File: config.mk
export PLATFORM = sky130hd
export DESIGN_NAME = fetch_ctrl
export DESIGN_NICKNAME = d
export VERILOG_FILES = /design/src/rtl/fetch_ctrl.sv
export SDC_FILE = /design/constraint.sdc
export NUM_CORES = 1
export LEC_CHECK = 0
export ABC_AREA = 1
export CORE_ASPECT_RATIO = 0.8
export CORE_MARGIN = 3
export CORE_UTILIZATION = 45
export CTS_CLUSTER_DIAMETER = 50
export DETAILED_ROUTE_END_ITERATION = 8
export PLACE_DENSITY = 0.87
export SETUP_SLACK_MARGIN = 0.2
export SYNTH_ARGS = -nofsm -noshare
export SYNTH_HDL_FRONTEND = slang
export SYNTH_SLANG_ARGS = --single-unit
File: constraint.sdc
create_clock -name clk -period 6.7 [get_ports clk]
set_input_delay 1.675 -clock clk [delete_from_list [all_inputs] [get_ports clk]]
set_output_delay 1.675 -clock clk [all_outputs]
set_load 0.005 [all_outputs]
File: src/rtl/fetch_ctrl.sv
`default_nettype none
// ============================================================================
// Module   : fetch_ctrl
// Brief    : Instruction-fetch controller with one outstanding request,
//            a one-entry skid buffer and redirect/flush handling.
// Revision : 1.0
// ============================================================================
module fetch_ctrl #(
    parameter logic [31:0] RESET_INSTR = 32'h0000_0013
) (
    input  logic        clk,
    input  logic        rst,
    input  logic [31:0] pc_in,
    output logic [31:0] npc,
    output logic        pc_we,
    output logic        imem_req_valid,
    input  logic        imem_req_ready,
    output logic [31:0] imem_req_addr,
    input  logic        imem_rsp_valid,
    input  logic [31:0] imem_rsp_data,
    input  logic        redirect_valid,
    input  logic [31:0] redirect_target,
    input  logic        stall_id,
    output logic        if_valid,
    output logic [31:0] if_pc,
    output logic [31:0] if_instr
);

    typedef enum logic [1:0] {
        S_IDLE = 2'd0,
        S_WAIT = 2'd1,
        S_HOLD = 2'd2,
        S_DROP = 2'd3
    } state_t;

    state_t      r_state;
    state_t      w_next;
    logic [31:0] r_req_pc;
    logic [31:0] r_skid_pc;
    logic [31:0] r_skid_instr;
    logic        r_if_valid;
    logic [31:0] r_if_pc;
    logic [31:0] r_if_instr;

    logic        w_req_valid;
    logic        w_accept;
    logic        w_loadable;
    logic        w_load_rsp;
    logic        w_load_skid;
    logic        w_skid_we;

    assign w_loadable = !r_if_valid || !stall_id;

    always_comb begin
        w_next      = r_state;
        w_req_valid = 1'b0;
        w_load_rsp  = 1'b0;
        w_load_skid = 1'b0;
        w_skid_we   = 1'b0;
        case (r_state)
            S_IDLE: begin
                w_req_valid = !redirect_valid;
                if (!redirect_valid && imem_req_ready)
                    w_next = S_WAIT;
            end
            S_WAIT: begin
                if (redirect_valid) begin
                    w_next = imem_rsp_valid ? S_IDLE : S_DROP;
                end else if (imem_rsp_valid) begin
                    if (w_loadable) begin
                        w_load_rsp = 1'b1;
                        w_next     = S_IDLE;
                    end else begin
                        w_skid_we  = 1'b1;
                        w_next     = S_HOLD;
                    end
                end
            end
            S_HOLD: begin
                if (redirect_valid) begin
                    w_next = S_IDLE;
                end else if (w_loadable) begin
                    w_load_skid = 1'b1;
                    w_next      = S_IDLE;
                end
            end
            S_DROP: begin
                if (imem_rsp_valid)
                    w_next = S_IDLE;
            end
        endcase
    end

    // Reset gates the handshake outputs combinationally so they are quiet
    // for the whole reset window, not just after the next edge.
    assign imem_req_valid = w_req_valid && !rst;
    assign w_accept       = imem_req_valid && imem_req_ready;
    assign pc_we          = !rst && (redirect_valid || w_accept);
    assign npc            = redirect_valid ? (redirect_target & 32'hFFFF_FFFC)
                                           : (pc_in + 32'd4);
    assign imem_req_addr  = pc_in;

    always_ff @(posedge clk or posedge rst) begin
        if (rst) begin
            r_state <= S_IDLE;
        end else begin
            r_state <= w_next;
        end
    end

    always_ff @(posedge clk or posedge rst) begin
        if (rst) begin
            r_req_pc     <= 32'd0;
            r_skid_pc    <= 32'd0;
            r_skid_instr <= RESET_INSTR;
        end else begin
            if (w_accept)
                r_req_pc <= pc_in;
            if (w_skid_we) begin
                r_skid_pc    <= r_req_pc;
                r_skid_instr <= imem_rsp_data;
            end
        end
    end

    // A flush only invalidates; the stale pc/instr stay put until reloaded.
    always_ff @(posedge clk or posedge rst) begin
        if (rst) begin
            r_if_valid <= 1'b0;
            r_if_pc    <= 32'd0;
            r_if_instr <= RESET_INSTR;
        end else if (redirect_valid) begin
            r_if_valid <= 1'b0;
        end else if (w_load_rsp) begin
            r_if_valid <= 1'b1;
            r_if_pc    <= r_req_pc;
            r_if_instr <= imem_rsp_data;
        end else if (w_load_skid) begin
            r_if_valid <= 1'b1;
            r_if_pc    <= r_skid_pc;
            r_if_instr <= r_skid_instr;
        end else if (r_if_valid && !stall_id) begin
            r_if_valid <= 1'b0;
        end
    end

    assign if_valid = r_if_valid;
    assign if_pc    = r_if_pc;
    assign if_instr = r_if_instr;

endmodule
`default_nettype wire

=== Word level (Yosys, flattened, before mapping) ===
Index checks and enable logic that the tools add are counted.

* Bits in registers: 163
* Input port bits: 102
* Output and inout port bits: 131
* Logic and storage cells: 61

* $add $sub $neg: 1
* Eq/ne operators: 7
* Muxes and demuxes: 29
* Bitwise gates (word level): 1
* Reduce and logical (&&, ||, !) cells: 16

{| class="wikitable"
|+ Operator list
! cell !! number
|-
| 32-bit 2-to-1 mux || 5
|-
| 32-bit by 3-bit adder with 32-bit output (second input constant) || 1
|-
| 2-bit 2-to-1 mux || 8
|-
| 1-bit 2-to-1 mux || 15
|-
| 2-bit case mux with 4 select lines || 1
|-
| 3-bit != test (second input constant) || 2
|-
| 1-bit logical AND || 5
|-
| 2-bit == test (second input constant) || 2
|-
| 1-bit zero test || 4
|-
| 2-bit != test (second input constant) || 2
|-
| 4-bit AND reduction || 1
|-
| 4-bit nonzero test || 1
|-
| 2-bit by 1-bit == test with 1-bit output (second input constant) || 1
|-
| 2-bit zero test || 1
|-
| 1-bit logical OR || 2
|-
| 2-bit AND reduction || 1
|-
| 2-bit nonzero test || 1
|-
| 1-bit NOT || 1
|}

=== Logic depth before layout (Yosys ltp) ===
* Depth after elaboration: 8
* Depth in mapped cells: 10
* Gate-level depth less buffers: 9

=== Worst setup path before layout ===
Ideal clock, no wire load.

* Path kind: input -> output
* From: input port pc_in[2]
* To: output port npc[26]
* Data arrival time: 2689 ps
* Required time: 5025 ps
* Path slack: 2336 ps
* Stages on the path: 9
* Path buffers: 0
* Cell sequence: ha_1 nand2_1 nor2_1 nand2_1 nor2_1 nand2_1 nand2_1 nand3_1 nand2_1

* Word-level cells in the longest chain between the ends: 2

{| class="wikitable"
|+ Ends and longest elaborated chain
! element !! line !! text
|-
| start, declared || 13 || <nowiki>input logic [31:0] pc_in,</nowiki>
|-
| 32-bit by 3-bit adder with 32-bit output || 100 || <nowiki>: (pc_in + 32'd4);</nowiki>
|-
| 32-bit 2-to-1 mux || 99 || <nowiki>assign npc = redirect_valid ? (redirect_target & 32'hFFFF_FFFC)</nowiki>
|-
| end, declared || 14 || <nowiki>output logic [31:0] npc,</nowiki>
|}

No other way between the ends.

=== Worst setup path after layout ===
* From: input port pc_in[3]
* To: output port npc[28]

Same word-level chain as after synthesis.

==> results.cfg <==
[pwr]
total_power_mw = 3.44
power_density_nw_per_um2 = 318
peakVddDrop_mv = 0.151
leakage_nw = 5.07

[global_routing]
grt_max_degree = 115
antenna_found_initial = 0
grt_pass1_vias = 7282
grt_overflow_total = 0
grt_util_all_layers_pct = 23.8
grt_pass1_wl_mm = 37.6

[cells_and_area]
drive_gt1_share_pct = 8.55
final_common_cell = nand2_1
final_cell_mix = nand2_1, clkdlybuf4s50_1, dfrtp_1
diodes = 0
syn_to_final_growth_pct = 33.0
nets = 1260

[setup_path]
cp-start-kind = input pin
crit_arrival_ns = 4.18
crit_fanout = 7
critPathRequiredTime_ns = 5.03
worst_path_most_repeated_cell = nand2_1
reg2reg_depth = 8
r2r-end = if_instr[5]
crit_chain = clkdlybuf4s50_1 > ha_1 > nand2_1 > nor2_1 > nand2_1 > nor2_1 > nand2_1 > nand2_1 > nand3_1 > nand2_1 > clkdlybuf4s50_1
slowest_delay_ns = 0.57
worstSetupEndpointType = output pin
r2r-start = r_state[1]
ff2ff_setup_slack_ns = 3.73
critPathSlowestCell = clkdlybuf4s50_1
path_class = input pin to output pin

[hold_path]
whs_endpoint = r_skid_instr[4]
whs_path_depth = 2
min-delay-start = r_skid_instr[4]
hold_path_class = flop to flop

[sta]
skew_ns = 0.0101
tightest_slew_ns = 1.21
min_period_ns = 5.85
fmax_mhz = 171
final-setup-viol-count = 0
relSlewSlack_pct = 19.3
rsz0062_at_grt = false
slew_viol_final = 0
setup-tns-final_ns = 0
finalCritPeriodShare_pct = 87.4
hold_violations = 0

[clock_network]
cts.sink_count = 163
cts_tree = yes
htreeDepth = 4
clkTransAtPathRegs_ns = 0.06
post-cts-setup-buffer-count = 0
cts.path.max_buffers = 2
clkLatencyLatePin_ns = 0.42
cts_root_buf = clkbuf_16
numCtsBuffers = 17
ctsHoldBuffers = 0
ctsResizeCount = 0

[logic_synthesis]
yosysSeqAreaShare_pct = 50.3
ys_seq_elements = 163
netlist_area_sq_um = 8120
ys_warn_count = 0
synth_fp_nets = 1089
synth_top_area_share_pct = 48.4
ys_top_cells_by_area = dfrtp_1, nand2_1, o21ai_0, mux2_2, nor2_1
synth_area_leader_cell = dfrtp_1
syn_inst = 986
syn_avg_cell_area_sq_um = 8.23
synth.distinct_cells = 29

[detailed_routing]
routed_wl_mm = 23.4
ant_nets = 0
drc_errors = 0
vias = 7292
wl_per_cell_um = 16.8
detail_route.vias_per_cell = 5.23
dr.first_iter.drc_count = 481
first_pass_iters = 5

[die]
std_cell_rows = 43
core-area_sq_um = 17500
fp.dieW_um = 156
num_io_pins = 233
die_h_um = 126
initial_core_util_pct = 46.4
die_area_sq_um = 19700

[place]
port_buffers = 230
hpwl_mm = 16.0
gp_congestion = 0.879

[run]
cap_violations = 0

[status]
status = complete, no violations
-- power breakdown --
group	leakage, nW	total [mW]	switching, mW	internal [mW]
combinational	2.62	0.952	0.410	0.542
sequential	2.17	1.51	0.199	1.31
clock	0.284	0.978	0.419	0.559
total	5.07	3.44	1.03	2.41
-- logic make-up (layout without fill, tap and decap cells) --
group	count (synthesis)	count (layout)	share of synthesized area (%)
buffers and inverters	127	311	8.69
DFF	163	163	50.3
xor gates and xnor gates	3	3	0.324
adders and majority gates	1	1	0.154
muxes	40	40	5.55
AOI/OAI and AO/OA	177	177	11.2
and+or+nand+nor	475	475	23.7
-- worst max-delay path: cells and delay by family --
kind | cells | cell delay [ns]
simple gates | 8 | 1.22
buf+inv | 2 | 1.08
fa+ha+maj | 1 | 0.20
-- how the worst max path moves through the flow --
stage / slack, ns / depth (start not counted) / from / endpoint
floorplan: 0.63 / 1 / rst / if_instr[10]
global placement: 0.91 / 11 / pc_in[3] / npc[26]
detailed placement: 0.87 / 11 / pc_in[3] / npc[28]
CTS: 0.86 / 11 / pc_in[3] / npc[28]
global route: 0.61 / 11 / pc_in[3] / npc[28]
finish: 0.85 / 11 / pc_in[3] / npc[28]
-- registers in the layout (all words and copies together), names as in the netlist --
| signal | cells |
|---|---|
| if_pc | 32 |
| if_valid | 1 |
| r_skid_instr | 32 |
| r_skid_pc | 32 |
| r_state | 2 |
| if_instr | 32 |
| r_req_pc | 32 |
-- per-stage QoR --
stage,setup slack (ns),std cells,area (sq um),hold WS (ns),utilization [%]
floorplan,0.630,986,8120,0.437,-
global placement,0.910,1363,10200,0.448,58.4
detailed placement,0.869,1363,10200,0.453,58.4
CTS,0.861,1395,10800,0.465,61.8
global route,0.613,1395,10800,0.487,61.8
finish,0.847,1395,10800,0.463,61.8
-- per-layer routing --
| metal | track usage (%) | vias up | routed length, um |
|---|---|---|---|
| li1 | - | 3514 | - |
| met1 | 32.2 | 3429 | 10100 |
| met2 | 38.7 | 326 | 11100 |
| met3 | 6.25 | 23 | 1880 |
| met4 | 5.66 | 0 | 327 |
| met5 | 0 | - | 0 |
-- cell type report --
type                            instances  area [sq um]
Clock buffer                           17           425
Multi-Input combinational cell        696          3330
Fill cell                            1452          6680
Clock inverter                         15           169
Inverter                               44           170
Timing Repair Buffer                  235          2330
Sequential cell                       163          4090
Tap cell                              225           282
-- synth_stat cells --
master	count
and2_1	3
o21ai_1	62
buf_4	41
a21oi_1	3
nand2_1	290
nor2_1	107
clkbuf_1	13
a31oi_1	3
nor3_1	2
nand2_4	1
xor2_1	3
nand4_1	1
buf_1	4
o21ai_0	103
o211ai_1	2
buf_2	18
dfrtp_1	157
inv_1	41
nor2_2	1
inv_2	3
buf_6	7
dfstp_2	6
nand3_1	65
nand2_2	3
mux2_2	40
ha_1	1
nor2_8	1
nor4_4	1
o21ai_2	4
Power figures use the tool's default switching activity.
